File: src/rtl/fix2fp_sample_feeder.sv
// Q1.15 fixed-point to IEEE-754 single converter feeding the DFT real-input
// channel; two-stage pipeline with frame index tracking.
module fix2fp_sample_feeder #(
    parameter int N_POINTS = 16,
    parameter int IDX_W    = 4
) (
    input  logic             i_clk,
    input  logic             i_rst,
    input  logic             i_sample_vld,
    output logic             i_sample_busy,
    input  logic [15:0]      i_sample_data,
    output logic             o_real_vld,
    input  logic             o_real_busy,
    output logic [22:0]      o_real_data_man,
    output logic [7:0]       o_real_data_exp,
    output logic             o_real_data_sign,
    output logic [IDX_W-1:0] o_sample_idx,
    output logic             o_frame_done
);

    localparam logic [IDX_W-1:0] LAST = IDX_W'(N_POINTS - 1);

    logic        stall;
    logic        s1_load;
    logic        out_xfer;
    logic        s1_vld;
    logic        s1_sign;
    logic        s1_zero;
    logic [16:0] s1_mag;
    logic [16:0] ext;
    logic [16:0] mag_in;
    logic [4:0]  lead;
    logic [22:0] man_n;
    logic [7:0]  exp_n;

    assign stall         = o_real_vld & o_real_busy;
    assign s1_load       = !s1_vld | !stall;
    assign out_xfer      = o_real_vld & !o_real_busy;
    assign i_sample_busy = s1_vld & stall;

    // sign-extend before negating so -32768 yields magnitude 32768
    assign ext    = {i_sample_data[15], i_sample_data};
    assign mag_in = i_sample_data[15] ? (~ext + 17'd1) : ext;

    always_comb begin
        lead = '0;
        for (int i = 0; i < 17; i++) begin
            if (s1_mag[i]) lead = 5'(i);
        end
    end

    // bits below the leading one, left-aligned to man[22]
    always_comb begin
        man_n = '0;
        for (int i = 0; i < 23; i++) begin
            if (i + int'(lead) >= 23) man_n[i] = s1_mag[i + int'(lead) - 23];
        end
    end

    assign exp_n = 8'd112 + {3'b000, lead};

    always_ff @(posedge i_clk) begin
        if (i_rst) begin
            s1_vld  <= 1'b0;
            s1_sign <= 1'b0;
            s1_zero <= 1'b1;
            s1_mag  <= '0;
        end else if (s1_load) begin
            s1_vld <= i_sample_vld;
            if (i_sample_vld) begin
                s1_sign <= i_sample_data[15];
                s1_zero <= (i_sample_data == 16'h0000);
                s1_mag  <= mag_in;
            end
        end
    end

    always_ff @(posedge i_clk) begin
        if (i_rst) begin
            o_real_vld       <= 1'b0;
            o_real_data_man  <= '0;
            o_real_data_exp  <= '0;
            o_real_data_sign <= 1'b0;
        end else if (!stall) begin
            o_real_vld <= s1_vld;
            if (s1_vld) begin
                o_real_data_sign <= s1_sign & !s1_zero;
                o_real_data_exp  <= s1_zero ? 8'd0 : exp_n;
                o_real_data_man  <= s1_zero ? 23'd0 : man_n;
            end
        end
    end

    always_ff @(posedge i_clk) begin
        if (i_rst) begin
            o_sample_idx <= '0;
            o_frame_done <= 1'b0;
        end else begin
            o_frame_done <= out_xfer && (o_sample_idx == LAST);
            if (out_xfer) begin
                if (o_sample_idx == LAST) o_sample_idx <= '0;
                else o_sample_idx <= o_sample_idx + 1'b1;
            end
        end
    end

endmodule

File: config.mk
export PLATFORM = sky130hd
export DESIGN_NAME = fix2fp_sample_feeder
export DESIGN_NICKNAME = d
export VERILOG_FILES = /design/src/rtl/fix2fp_sample_feeder.sv
export SDC_FILE = /design/constraint.sdc
export NUM_CORES = 1
export LEC_CHECK = 0
export ABC_AREA = 1
export CAP_MARGIN = 15
export CORE_UTILIZATION = 55
export CTS_CLUSTER_SIZE = 40
export DETAILED_ROUTE_END_ITERATION = 12
export GPL_TIMING_DRIVEN = 0
export HOLD_SLACK_MARGIN = 0.06
export PLACE_DENSITY = 0.87
export SETUP_SLACK_MARGIN = 0.3
export SLEW_MARGIN = 30
export SYNTH_ARGS = -nofsm -noshare
export SYNTH_HDL_FRONTEND = slang
export SYNTH_SLANG_ARGS = --single-unit
File: constraint.sdc
create_clock -name i_clk -period 3.42 [get_ports i_clk]
set_clock_uncertainty 0.1 [all_clocks]
set_input_delay 1.026 -clock i_clk [delete_from_list [all_inputs] [get_ports i_clk]]
set_output_delay 1.026 -clock i_clk [all_outputs]
set_load 0.01 [all_outputs]
==> reports/metrics.yaml, run 1 <==
h-tree-depth: 2
wirelength_um: 12700
tns_ns: 0
hold_viol_final: 0
crit_path_end: "i_sample_busy"
syn2layout_area_growth_pct: 25.7
whs_ns: 0.355
cp.arrival_ns: 1.91
grt_usage_pct: 33.0
boundaryPins: 59
r2r_slack_ns: 0.40
timing.final.ws_setup_ns: 0.385
final_cell_mix: "nand2_1 (165), nand3_1 (116), inv_1 (65)"
r2r_cells: 18
path_max_fanout: 3
syn_inst: 649
crit_buf_inv: 2
synth_xor_xnor_area_share_pct: 3.22
drt_pass1_iterations: 5
core_area_sq_mm: 0.00721
rows: 31
min_path_cells: 2
final_max_slew_viol_count: 0
cts_buffers: 5
syn_area_per_cell_sq_um: 6.29
drive_gt1_share_pct: 10.3
ys_types: 37
cp_data_required_time_ns: 2.29
critPathSlowestCell: "clkdlybuf4s50_1"
maxSlewHeadroom_pct: 60.4
nets: 766
crit_chain: "clkdlybuf4s50_1, nand2_1, nor2_1, buf_2"
synth_fa_ha_area_share_pct: 6.44
vias_per_cell: 5.56
postRouteAntennaNets: 0
clk_pin_slew_ns: 0.11
cap_violations: 0
place_ws_ns: -0.0847
synth_compound_area_share_pct: 12.8
dpl.hpwl_um: 9890
vias: 4587
drtIter0Drc: 301
syn-cell-area_sq_mm: 0.00408
worstHoldPathType: "reg2reg"
pwr_density_cell_mw_per_mm2: 446
grt_pass1_wl_um: 19500
placed_area_sq_mm: 0.00478
cp-startpoint: "o_real_busy"
initial_core_util_pct: 56.6
grt_max_degree: 19
drc_errors: 0
synth_warnings: 0
ys_seq_area_share_pct: 27.5
cp-start-kind: "input port"
vdd_ir_drop_max_mv: 0.329
synth-seq-cells: 56
clk_path_buf_depth: 2
max_freq_mhz: 329
max_stage_delay_ns: 0.49
diodes: 0
die_y_um: 88.1
fin_area_sq_mm: 0.00513
r2r-start: "s1_mag[15]"
antenna_found_initial: 0
grt_pass1_vias: 4016
finalWeightedCongestion: 0.972
die_area_sq_mm: 0.00777
rsz0062_at_grt: "true"
synth_top_family_by_area: "simple AND/OR/NAND/NOR gates"
cts_tree: "yes"
setup_viol: 0
insertion_delay_ns: 0.31
synth_nets: 690
path_delay_family: "buffers and inverters"
status: "finished, final reports clean"
r2r_end: "o_real_data_man[19]"
grt-ovfl-total: 0
cp-end-kind: "primary output"
tightest_slew_ns: 0.594
yosys.area_share.simple_pct: 40.1
leakage_uw: 0.00228
drt-wirelength-per-cell_um: 15.4
cp.depth: 4
numClockSinks: 56
layout_min_cycle_time_ns: 3.04
synth.area.mux_share_pct: 0
io_buffers: 57
cts_root_buf: "clkbuf_8"
hold_buffers: 0
fillers: 623
min_period_over_period_pct: 88.8
die_w_um: 88.1
final_common_cell: "nand2_1"
worst-setup-path-type: "in2out"
power breakdown:
| part | switching [uW] | internal, uW | total, uW |
|---|---|---|---|
| Clock | 224 | 147 | 372 |
| Combinational | 762 | 447 | 1210 |
| Sequential | 26.1 | 680 | 706 |
synthesized netlist by cell type (all sizes together):
| library cell | n | area (sq um) |
|---|---|---|
| or2 | 2 | 12.5 |
| inv | 75 | 287 |
| ha | 21 | 263 |
| nor2 | 51 | 191 |
| a221oi | 1 | 8.76 |
| nand3b | 3 | 22.5 |
| buf | 8 | 66.3 |
| o211a | 2 | 20.0 |
| a21oi | 47 | 235 |
| clkbuf | 15 | 56.3 |
| a31oi | 3 | 18.8 |
| o211ai | 3 | 22.5 |
| xor2 | 10 | 114 |
| nand4 | 1 | 6.26 |
| a32oi | 1 | 8.76 |
| nor3 | 14 | 70.1 |
| a31o | 1 | 8.76 |
| o221ai | 7 | 61.3 |
| o21ai | 23 | 115 |
| nor4 | 1 | 6.26 |
| a22oi | 1 | 7.51 |
| xnor2 | 2 | 17.5 |
| nand2 | 172 | 671 |
| nand3 | 127 | 656 |
| dfxtp | 56 | 1120 |
| a211oi | 2 | 15.0 |
area by class of cell:
| type | count | area [sq um] | share of cell area (%) |
|---|---|---|---|
| Multi-Input combinational cell | 495 | 2690 | 52.4 |
| Sequential cell | 56 | 1130 | 22.0 |
| Timing Repair Buffer | 69 | 656 | 12.8 |
| Inverter | 75 | 299 | 5.83 |
| Buffer | 23 | 144 | 2.80 |
| Tap cell | 99 | 124 | 2.41 |
| Clock buffer | 5 | 68.8 | 1.34 |
| Clock inverter | 3 | 22.5 | 0.439 |
cells by family after synthesis:
logic type | Yosys count
XOR/XNOR | 12
AND/OR/NAND/NOR | 371
adder cells (fa/ha/maj) | 21
AO/OA/AOI/OAI | 91
buffers and inverters | 98
flip-flops | 56
how the worst min path moves through the flow:
stage	start	endpoint	slack, ns
finish	o_real_data_man[4]	o_real_data_man[4]	0.36
global route	o_real_data_man[0]	o_real_data_man[0]	0.37
CTS	o_real_data_man[6]	o_real_data_man[6]	0.35
detailed placement	o_real_data_man[6]	o_real_data_man[6]	0.34
global placement	o_real_data_man[3]	o_real_data_man[3]	0.33
floorplan	s1_sign	o_real_data_sign	0.34
worst min-delay path: stages (launching register included):
cell and delay, ns:
dfxtp_1 0.33, nand2_1 0.06, nor2_1 0.04
metrics by stage:
step | total power, uW | std cells | util, %
5_1_grt | 2440 | 825 | 71.1
3_3_place_gp | 1750 | 805 | 66.2
4_1_cts | 2140 | 813 | 67.7
6_report | 2290 | 825 | 71.1
2_1_floorplan | 1480 | 649 | -
3_5_place_dp | 1770 | 805 | 66.2
state kept, by name, summed over array words and instances, names as in the netlist:
signal,count
s1_vld,1
o_real_data_man,23
o_real_data_sign,1
o_real_data_exp,6
s1_sign,1
o_sample_idx,4
s1_mag,17
o_real_vld,1
o_frame_done,1
s1_zero,1
per-layer routing:
metal	vias up	global-route usage [%]	part of all wire [%]
li1	2300	-	-
met1	2087	39.2	42
met2	170	57.8	48
met3	30	6.50	6.3
met4	0	14.7	3.7
met5	-	0	0
what timing repair did:
item,4_1_cts,5_1_grt
setup buffers,0,12
endpoints found under the setup margin,14,14
pin swaps,2,9
gates resized for setup,10,43
(Power assumes the default switching activity.)
==> run 2, diff against run 1 <==
--- a/config.mk
+++ b/config.mk
@@ -12,7 +12,7 @@
 export DETAILED_ROUTE_END_ITERATION = 12
 export GPL_TIMING_DRIVEN = 0
 export HOLD_SLACK_MARGIN = 0.06
-export PLACE_DENSITY = 0.87
+export PLACE_DENSITY = 0.86
 export SETUP_SLACK_MARGIN = 0.3
 export SLEW_MARGIN = 30
 export SYNTH_ARGS = -nofsm -noshare
==> reports/metrics.yaml, run 2 (synthesized netlist as in run 1, its figures left out) <==
status: "finished, final reports clean"
rows: 31
die_area_sq_mm: 0.00777
nets: 774
io_buffers: 57
setup_viol: 0
grt_max_degree: 18
grt_usage_pct: 33.8
rsz0062_at_grt: "true"
max_freq_mhz: 322
drive_gt1_share_pct: 11.4
cp-end-kind: "primary output"
placed_cells: 805
cap_violations: 0
reg_top3: "o_real_data_man (23), s1_mag (17), o_real_data_exp (6)"
postRouteAntennaNets: 0
die_w_um: 88.1
cts_tree: "yes"
grt_pass1_wl_um: 20000
tightest_slew_ns: 0.568
clk_pin_slew_ns: 0.10
antenna_found_initial: 0
finalWeightedCongestion: 0.992
largest_register: "o_real_data_man"
pwr_density_cell_mw_per_mm2: 444
dpl.hpwl_um: 10100
instances_no_fill: 833
cp_data_required_time_ns: 2.29
numClockSinks: 56
diodes: 0
cp.arrival_ns: 1.98
final_max_slew_viol_count: 0
vias: 4892
layout_min_cycle_time_ns: 3.10
vias_per_cell: 5.87
cts_buffers: 5
syn2layout_area_growth_pct: 26.5
whs_ns: 0.347
final_common_cell: "nand2_1"
worstHoldPathType: "reg2reg"
multi_input_area_sq_mm: 0.00267
clk_path_buf_depth: 2
fillers: 626
min_period_over_period_pct: 90.8
final_cell_mix: "nand2_1 (165), nand3_1 (115), inv_1 (66)"
timing.final.ws_setup_ns: 0.316
leakage_uw: 0.00230
insertion_delay_ns: 0.31
drtIter0Drc: 366
drt-wirelength-per-cell_um: 16.1
tns_ns: 0
worst-setup-path-type: "in2out"
initial_core_util_pct: 56.6
place_ws_ns: -0.0251
grt-ovfl-total: 0
path_max_fanout: 3
vdd_ir_drop_max_mv: 0.294
regArea_sq_mm: 0.00113
drc_errors: 0
cts_root_buf: "clkbuf_8"
min_path_cells: 2
total_power_uw: 2290
largest_reg_flops: 23
cp-start-kind: "input port"
boundaryPins: 59
maxSlewHeadroom_pct: 62.2
drt_pass1_iterations: 6
h-tree-depth: 2
core_area_sq_mm: 0.00721
wirelength_um: 13400
r2r_cells: 18
die_y_um: 88.1
hold_viol_final: 0
grt_pass1_vias: 4204
==> run 2: path summary, 6_finish.rpt <==
path                                    startpoint                   to  slack (ns)
worst max-delay path                   o_real_busy        i_sample_busy        0.32
worst min-delay path            o_real_data_man[5]   o_real_data_man[5]        0.35
worst max register to register          s1_mag[15]  o_real_data_man[19]        0.43
worst min register to register  o_real_data_man[5]   o_real_data_man[5]        0.35
==> run 2: final cells by class <==
cell class,instances,share of cell area (%)
multi-input cells,495,51.7
clock inverters,2,0.315
clock buffers,6,1.41
plain buffers,23,2.64
repair buffers,77,14.0
inverters,75,5.74
flip-flops and latches,56,21.9
well taps,99,2.40
==> run 2: per-stage QoR <==
step,cell area (sq um),util [%]
6_report,5160,71.6
5_1_grt,5160,71.6
4_1_cts,4890,67.8
3_5_place_dp,4780,66.2
3_3_place_gp,4780,66.2
2_1_floorplan,4080,-
==> run 2: power breakdown <==
part / switching [uW] / leakage [uW] / internal (uW)
sequential: 28.6 / 0.000458 / 680
clock: 216 / 0.0000414 / 146
combinational: 771 / 0.00181 / 452
total: 1020 / 0.00230 / 1280
==> run 2: per-layer routing <==
| metal | vias up | part of all wire [%] | GRT usage (%) |
|---|---|---|---|
| li1 | 2320 | - | - |
| met1 | 2266 | 39 | 39.7 |
| met2 | 247 | 49 | 59.6 |
| met3 | 59 | 7.1 | 3.96 |
| met4 | 0 | 5.4 | 18.9 |
| met5 | - | 0 | 0 |
==> run 2: critical path, cell delays in order <==
cell and delay, ns:
clkdlybuf4s50_1 0.50, nand2_2 0.08, nor2_2 0.13, clkdlybuf4s15_2 0.24
==> run 2: timing repair <==
action,4_1_cts,5_1_grt
pin swaps,1,5
setup buffers,2,18
gates cloned,0,0
resized for setup,10,36
endpoints found under the setup margin,13,15
hold buffers,0,0
